## config.mk

```make
export PLATFORM = sky130hd
export DESIGN_NAME = fc_update_dllp_gen
export DESIGN_NICKNAME = d
export VERILOG_FILES = /design/src/rtl/fc_update_dllp_gen.sv
export SDC_FILE = /design/constraint.sdc
export NUM_CORES = 1
export LEC_CHECK = 0
export ABC_CLOCK_PERIOD_IN_PS = 2950
export CAP_MARGIN = 5
export CORE_ASPECT_RATIO = 1.75
export CORE_MARGIN = 2
export CORE_UTILIZATION = 35
export DETAILED_ROUTE_END_ITERATION = 8
export HOLD_SLACK_MARGIN = 0.05
export PLACE_DENSITY = 0.66
export SYNTH_ARGS = -nofsm -noshare
export SYNTH_HDL_FRONTEND = slang
export SYNTH_SLANG_ARGS = --single-unit
export TNS_END_PERCENT = 5
```

## constraint.sdc

```tcl
create_clock -name clk -period 2.95 [get_ports clk]
set_input_delay 0.59 -clock clk [delete_from_list [all_inputs] [get_ports clk]]
set_output_delay 0.59 -clock clk [all_outputs]
set_load 0.02 [all_outputs]
```

## src/rtl/fc_update_dllp_gen.sv

```systemverilog
// Receive-side UpdateFC DLLP generator: watches per-buffer credit_limit words and
// emits one DLLP per buffer on change, link-up or refresh. Optional FC_UPDATE_STATS_EN adds a DLLP counter.
module fc_update_dllp_gen #(
    parameter int INFO_SIGNALS  = 10,
    parameter int NUM_BUF       = 3,
    parameter int UPDATE_PERIOD = 64,
    parameter int DLLP_W        = 32,
    localparam int IDX_W        = (NUM_BUF > 1) ? $clog2(NUM_BUF) : 1
) (
    input  logic                                 clk,
    input  logic                                 rst,
    input  logic                                 link_up,
    input  logic [NUM_BUF*(INFO_SIGNALS+3)-1:0]  credit_limit_in,
    output logic                                 dllp_valid,
    input  logic                                 dllp_ready,
    output logic [DLLP_W-1:0]                    dllp_data,
    output logic [IDX_W-1:0]                     dllp_buf_idx,
    output logic [15:0]                          dllp_count
);

    localparam int CW = INFO_SIGNALS + 3;
    localparam int TW = $clog2(UPDATE_PERIOD);

    // dllp_valid/dllp_ready: a word transfers on any edge where both are high; once
    // raised, valid and the word stay stable until that transfer (or rst / link down).
    typedef enum logic {
        IDLE,
        SEND
    } state_t;

    state_t             state;
    logic [IDX_W-1:0]   rr_ptr;
    logic [TW-1:0]      timer;
    logic [CW-1:0]      last_sent [NUM_BUF];
    logic [CW-1:0]      cur_word  [NUM_BUF];
    logic [CW-1:0]      snapshot;
    logic [NUM_BUF-1:0] pending;
    logic [NUM_BUF-1:0] pending_nxt;
    logic               link_up_q;
    logic               timer_expire;
    logic               link_rise;
    logic               handshake;
    logic               pick_found;
    logic [IDX_W-1:0]   pick_idx;
    logic [IDX_W-1:0]   cand;

    function automatic logic [DLLP_W-1:0] fmt_dllp(input logic [CW-1:0] w);
        logic [DLLP_W-1:0] d;
        d = '0;
        d[DLLP_W-1 -: 8]        = {5'b10000, w[CW-1 -: 3]};
        d[INFO_SIGNALS-1:0]     = w[INFO_SIGNALS-1:0];
        return d;
    endfunction

    always_comb begin
        for (int i = 0; i < NUM_BUF; i++) begin
            cur_word[i] = credit_limit_in[i*CW +: CW];
        end
    end

    assign timer_expire = link_up && (timer == TW'(UPDATE_PERIOD - 1));
    assign link_rise    = link_up && !link_up_q;
    assign handshake    = dllp_valid && dllp_ready;

    // Round-robin: first pending buffer at or after rr_ptr.
    always_comb begin
        pick_found = 1'b0;
        pick_idx   = '0;
        cand       = '0;
        for (int k = 0; k < NUM_BUF; k++) begin
            cand = IDX_W'((int'(rr_ptr) + k) % NUM_BUF);
            if (!pick_found && pending[cand]) begin
                pick_found = 1'b1;
                pick_idx   = cand;
            end
        end
    end

    // The buffer being acknowledged keeps its request only if something new arrived
    // since its snapshot was taken, so no change or refresh is ever lost.
    always_comb begin
        pending_nxt = pending;
        if (!link_up) begin
            pending_nxt = '0;
        end else begin
            for (int i = 0; i < NUM_BUF; i++) begin
                if ((cur_word[i] != last_sent[i]) || timer_expire || link_rise) begin
                    pending_nxt[i] = 1'b1;
                end
            end
            if (handshake) begin
                pending_nxt[dllp_buf_idx] = (cur_word[dllp_buf_idx] != snapshot) ||
                                            timer_expire || link_rise;
            end
        end
    end

    always_ff @(posedge clk) begin
        if (rst) begin
            state        <= IDLE;
            rr_ptr       <= '0;
            timer        <= '0;
            link_up_q    <= 1'b0;
            pending      <= '0;
            snapshot     <= '0;
            dllp_valid   <= 1'b0;
            dllp_data    <= '0;
            dllp_buf_idx <= '0;
            for (int i = 0; i < NUM_BUF; i++) begin
                last_sent[i] <= '0;
            end
        end else begin
            link_up_q <= link_up;
            pending   <= pending_nxt;

            if (!link_up || timer_expire) begin
                timer <= '0;
            end else begin
                timer <= timer + TW'(1);
            end

            if (handshake) begin
                last_sent[dllp_buf_idx] <= snapshot;
                rr_ptr <= (dllp_buf_idx == IDX_W'(NUM_BUF - 1)) ? '0 : dllp_buf_idx + IDX_W'(1);
            end

            case (state)
                IDLE: begin
                    if (link_up && pick_found) begin
                        snapshot     <= cur_word[pick_idx];
                        dllp_buf_idx <= pick_idx;
                        dllp_data    <= fmt_dllp(cur_word[pick_idx]);
                        dllp_valid   <= 1'b1;
                        state        <= SEND;
                    end
                end
                SEND: begin
                    if (!link_up || dllp_ready) begin
                        dllp_valid <= 1'b0;
                        state      <= IDLE;
                    end
                end
                default: begin
                    dllp_valid <= 1'b0;
                    state      <= IDLE;
                end
            endcase
        end
    end

`ifdef FC_UPDATE_STATS_EN
    always_ff @(posedge clk) begin
        if (rst) begin
            dllp_count <= '0;
        end else if (handshake && (dllp_count != 16'hFFFF)) begin
            dllp_count <= dllp_count + 16'd1;
        end
    end
`else
    assign dllp_count = '0;
`endif

endmodule
```

* Yosys cells after proc, flatten, opt, wreduce, memory -nomap -nowiden
Memories as Yosys holds them, arrays and structs flattened.
Index checks and enable logic that the tools add are counted.
Widths: inputs -> output; s select.
** Word-level totals
- Bits in registers :: 43
- Bits in latches :: 0
- RAM bits :: 39
- Memory bits (read-only) :: 0
- Input bits :: 43
- Output and inout bits :: 51
- Logic and storage cells :: 105
- Memories :: 1
** Memory list
- last_sent :: depth 3, width 13, rd ports 3, clocked after memory_dff 0, wr ports 3, line 34 : logic [CW-1:0] last_sent [NUM_BUF];
** Cells by class
- $add $sub $neg :: 4
- Multiply operators :: 0
- Divide/modulo/power cells :: 3
- Order comparisons :: 7
- Eq/ne operators :: 8
- Shift operators :: 0
- Mux-type cells :: 43
- Bitwise logic cells :: 4
- Reduce and logical (&&, ||, !) cells :: 26
** Operator list (number)
- $mux 13 :: 5
- $mod 32x3->32 const B :: 2
- $bmux 13 s2 :: 2
- $ne 13x13->1 :: 4
- $mod 3x3->32 const B :: 1
- $mux 1 :: 23
- $reduce_or 13->1 :: 1
- $lt 2x3->1 const B :: 4
- $logic_or 1x1->1 :: 10
- $mux 2 :: 5
- $logic_and 1x1->1 :: 7
- $add 6x1->6 const B :: 1
- $bmux 1 s2 :: 3
- $eq 6x6->1 const B :: 1
- $ge 3x3->1 const B :: 2
- $not 2->3 :: 2
- $logic_not 1->1 :: 4
- $pmux 1 s2 :: 2
- $reduce_and 2->1 :: 2
- $reduce_or 2->1 :: 2
- $add 2x1->3 const B :: 1
- $add 2x2->3 const B :: 1
- $bwmux 3 :: 1
- $mux 3 :: 1
- other kinds (7) :: 8

* Longest topological paths before layout
- Depth after elaboration :: 14
- Mapped depth :: 10
- Gate-level depth less buffers :: 8

* Least setup slack after synthesis
Ideal clock, no wire load.
- Path type :: register -> register
- Start point :: register rr_ptr[0]
- End point :: register snapshot[6]
- Setup time :: 0.129 ns
- Arrival :: 2.013 ns
- Data required time :: 2.821 ns
- Setup slack :: 0.808 ns
- Cell stages (with the launch flop) :: 10
- Buffers on the path :: 1
- Period minus slack after synthesis :: 2.142 ns
- Cells stage by stage :: dfxtp_1 > inv_1 > ha_1 > nor2_1 > a21oi_1 > o21ai_1 > buf_2 > mux2_2 > o2111ai_1 > o31ai_1
** On the way
- Word-level cells in the longest chain between the ends :: 14
- Elaborated cells between the ends (all ways) :: 27
- Classes of those cells :: add/sub (2); div (3); mux (15); bitwise (1); reduce/logical (6)
** Ends and longest elaborated chain
- from (decl) :: line 32 : logic [IDX_W-1:0] rr_ptr;
- from (signal assigned) :: line 124 : rr_ptr <= (dllp_buf_idx == IDX_W'(NUM_BUF - 1)) ? '0 : dllp_buf_idx + IDX_W'(1);
- branches (longest 14 deep; another with $mod 32x3->32)
- to (signal assigned) :: line 130 : snapshot <= cur_word[pick_idx];
- to (decl) :: line 36 : logic [CW-1:0] snapshot;
Several ways; the timed one is not identified. The select of a mux whose other input is x is not followed.
A chain may end at the register's enable or synchronous reset.

* Worst setup path after layout
- Start point :: register rr_ptr[0]
- End point :: register snapshot[10]
The elaborated chain is that of the path after synthesis.

==> flow_summary.ini <==
[run_status]
status = completed

[logic_synthesis]
async_flop_share_pct = 0
yosys.area.top_type = edfxtp_1
synth_simple_gate_area_share_pct = 18.6
ys_ff_latch = 69
synth_area_per_cell_um2 = 9.77
synth_compound_gate_area_share_pct = 11.8
synth_area_leaders = edfxtp_1, dfxtp_1, xnor2_1, buf_4, and2_1
synth_area_um2 = 4280
synthAdderAreaFrac_pct = 0.877
ys_seq_area_share_pct = 41.4
synth.yosys.warnings = 0
synthMuxAreaShare_pct = 7.02
netlist_instances = 438
ys.flop_type = edfxtp_1
ys_types = 50
synth.top_cell.area_share_pct = 27.4
synth_xor_area_share_pct = 10.2
synth_top_family_by_area = simple AND/OR/NAND/NOR gates
synth_edf_count = 39

[setup_path]
r2r_end = snapshot[10]
worstPathRequired_ns = 3.21
worstSetupEndpointType = flip-flop
cp.arrival_ns = 2.89
criticalPathCategory = flip-flop to flip-flop
ff2ff_setup_slack_ns = 0.32
critPathLaunchType = flip-flop
path_max_fanout = 18
r2r_cells = 9
regToRegStartpoint = rr_ptr[0]

[floorplan]
fp-row-count = 53
core-area_um2 = 12000
dieHeight_um = 150
die_area_um2 = 13200
io_pins = 94
die_w_um = 87.6
initial_core_util_pct = 35.7

[global_routing]
grt_pass1_vias = 3390
antenna_found_initial = 0
grt_max_degree = 19
overflow = 0
grt_pass1_wl_mm = 19.4
gr-usage-all-layers_pct = 20.2

[clock_network]
cts_htree_levels = 3
cts_hold_buf = 0
tritoncts = built
cts_inserted_buffers = 9
cts_sinks = 69
path_clk_slew_ns = 0.06
cts_setup_buffers = 0
cts_root_buf = clkbuf_16
clock_latency_ns = 0.34
cts_buffer_depth = 2
cts_resized = 0

[pwr]
leakagePower_nw = 1.94
irDropWorstVdd_mv = 0.369
power_density_nw_per_um2 = 522

[detailed_routing]
antenna_left = 0
wl_per_cell_um = 19.0
drtIter0Drc = 252
dr.pass1.iters = 4
drt-total-wl_mm = 12.9
drc = 0
vias_per_cell = 5.08
num_vias = 3445

[timing]
clock.fmax_mhz = 380
fin_worst_skew_ns = 0.00808
slew_viol_final = 0
min_period_over_period_pct = 89.2
setup_violations = 0
slew_headroom_pct = 53.1
hold_viol = 0
tightest_slew_ns = 0.699
period_minus_slack_ns = 2.63
finalSetupTns_ns = 0
rsz0062_at_grt = false

[place]
dp_hpwl_mm = 10.0
placed_cell_area_um2 = 4990
place_inst = 662
portBuffers = 59
place.gp.congestion = 0.958

[min_path]
min_path_type = flip-flop to flip-flop
hp-start = timer[0]
whs_path_depth = 1
whs_endpoint = timer[0]

[job]
cap_violations = 0

[finish]
diodes = 0
syn_to_final_growth_pct = 23.9
nNetsFinal = 554
fin_cells = 678
final_common_cell = clkdlybuf4s50_1
layout_common_cells = clkdlybuf4s50_1, edfxtp_1, xnor2_1
drive_above_1_share_pct = 10.7
fillCellCount = 1180
final_area_um2 = 5310
==> kinds of logic (layout without fill, tap and decap cells) <==
| group | Yosys count | in the layout |
|---|---|---|
| other | 1 | 34 |
| DFF | 69 | 69 |
| AOI/OAI and AO/OA | 74 | 74 |
| and+or+nand+nor | 144 | 144 |
| adders and majority gates | 3 | 3 |
| muxes | 28 | 28 |
| buffers and inverters | 69 | 111 |
| xor gates and xnor gates | 50 | 50 |
==> power breakdown <==
part | switching, W | leakage [nW] | internal (W) | total (W)
Clock | 0.000408 | 0.157 | 0.000758 | 0.00117
Combinational | 0.000277 | 1.13 | 0.000209 | 0.000486
Sequential | 0.0000557 | 0.650 | 0.00106 | 0.00112
Total | 0.000741 | 1.94 | 0.00203 | 0.00277
==> cells in the mapped netlist, drive strengths merged (4+ instances only) <==
master	instances
o2111ai	14
dfxtp	30
clkbuf	6
nand2b	17
xor2	12
xnor2	38
a21oi	8
edfxtp	39
nand3b	5
or3	4
nor4	4
o31ai	4
nor3	7
a21boi	4
o21ai	26
nand3	4
mux2i	12
nor2	23
buf	47
nor2b	5
mux2	16
nand4	9
and2	37
nand2	24
inv	16
==> layout make-up <==
type	instances	area, µm²	share of cell area (%)
Clock buffer	11	243	4.58
Clock inverter	5	73.8	1.39
Inverter	16	60.1	1.13
Multi-Input combinational cell	333	2210	41.7
Sequential cell	69	1770	33.4
Tap cell	165	206	3.89
Timing Repair Buffer	79	741	14.0
==> registers in the layout, indices dropped and copies added (netlist names) <==
register,flops
link_up_q,1
timer,6
state,1
dllp_data,2
dllp_valid,1
last_sent,39
rr_ptr,2
pending,3
snapshot,12
dllp_buf_idx,2
==> critical path: stages, from the launching register on <==
cell	delay [ns]
dfxtp_1	0.35
inv_1	0.05
ha_1	0.36
nor2_1	0.15
o31ai_1	0.07
a2111oi_0	0.58
and2_1	0.43
buf_4	0.29
o2111ai_1	0.15
o21ai_0	0.10
==> how the worst max path moves through the flow <==
stage,from,endpoint
2_1_floorplan,rr_ptr[0],snapshot[6]
3_3_place_gp,credit_limit_in[22],pending[1]
3_5_place_dp,rr_ptr[0],snapshot[10]
4_1_cts,rr_ptr[0],snapshot[10]
5_1_grt,rr_ptr[0],snapshot[10]
6_report,rr_ptr[0],snapshot[10]
==> metrics by stage <==
step                      power, W  util [%]  setup WS (ns)  hold slack, ns
after floorplan            0.00143         -          0.808           0.418
after global placement     0.00162      41.6          0.389           0.439
after detailed placement   0.00162      41.6          0.328           0.451
after CTS                  0.00277      44.2          0.305           0.459
after global routing       0.00286      44.2          0.123           0.498
final                      0.00277      44.2          0.319           0.454
==> layer usage <==
metal / global-route usage [%] / routed length, µm / vias up
li1: - / - / 1625
met1: 21.7 / 4590 / 1635
met2: 35.8 / 7010 / 155
met3: 3.34 / 592 / 30
met4: 12.9 / 660 / 0
met5: 0 / 0 / -
No activity file was read; power rests on OpenSTA's default activity.
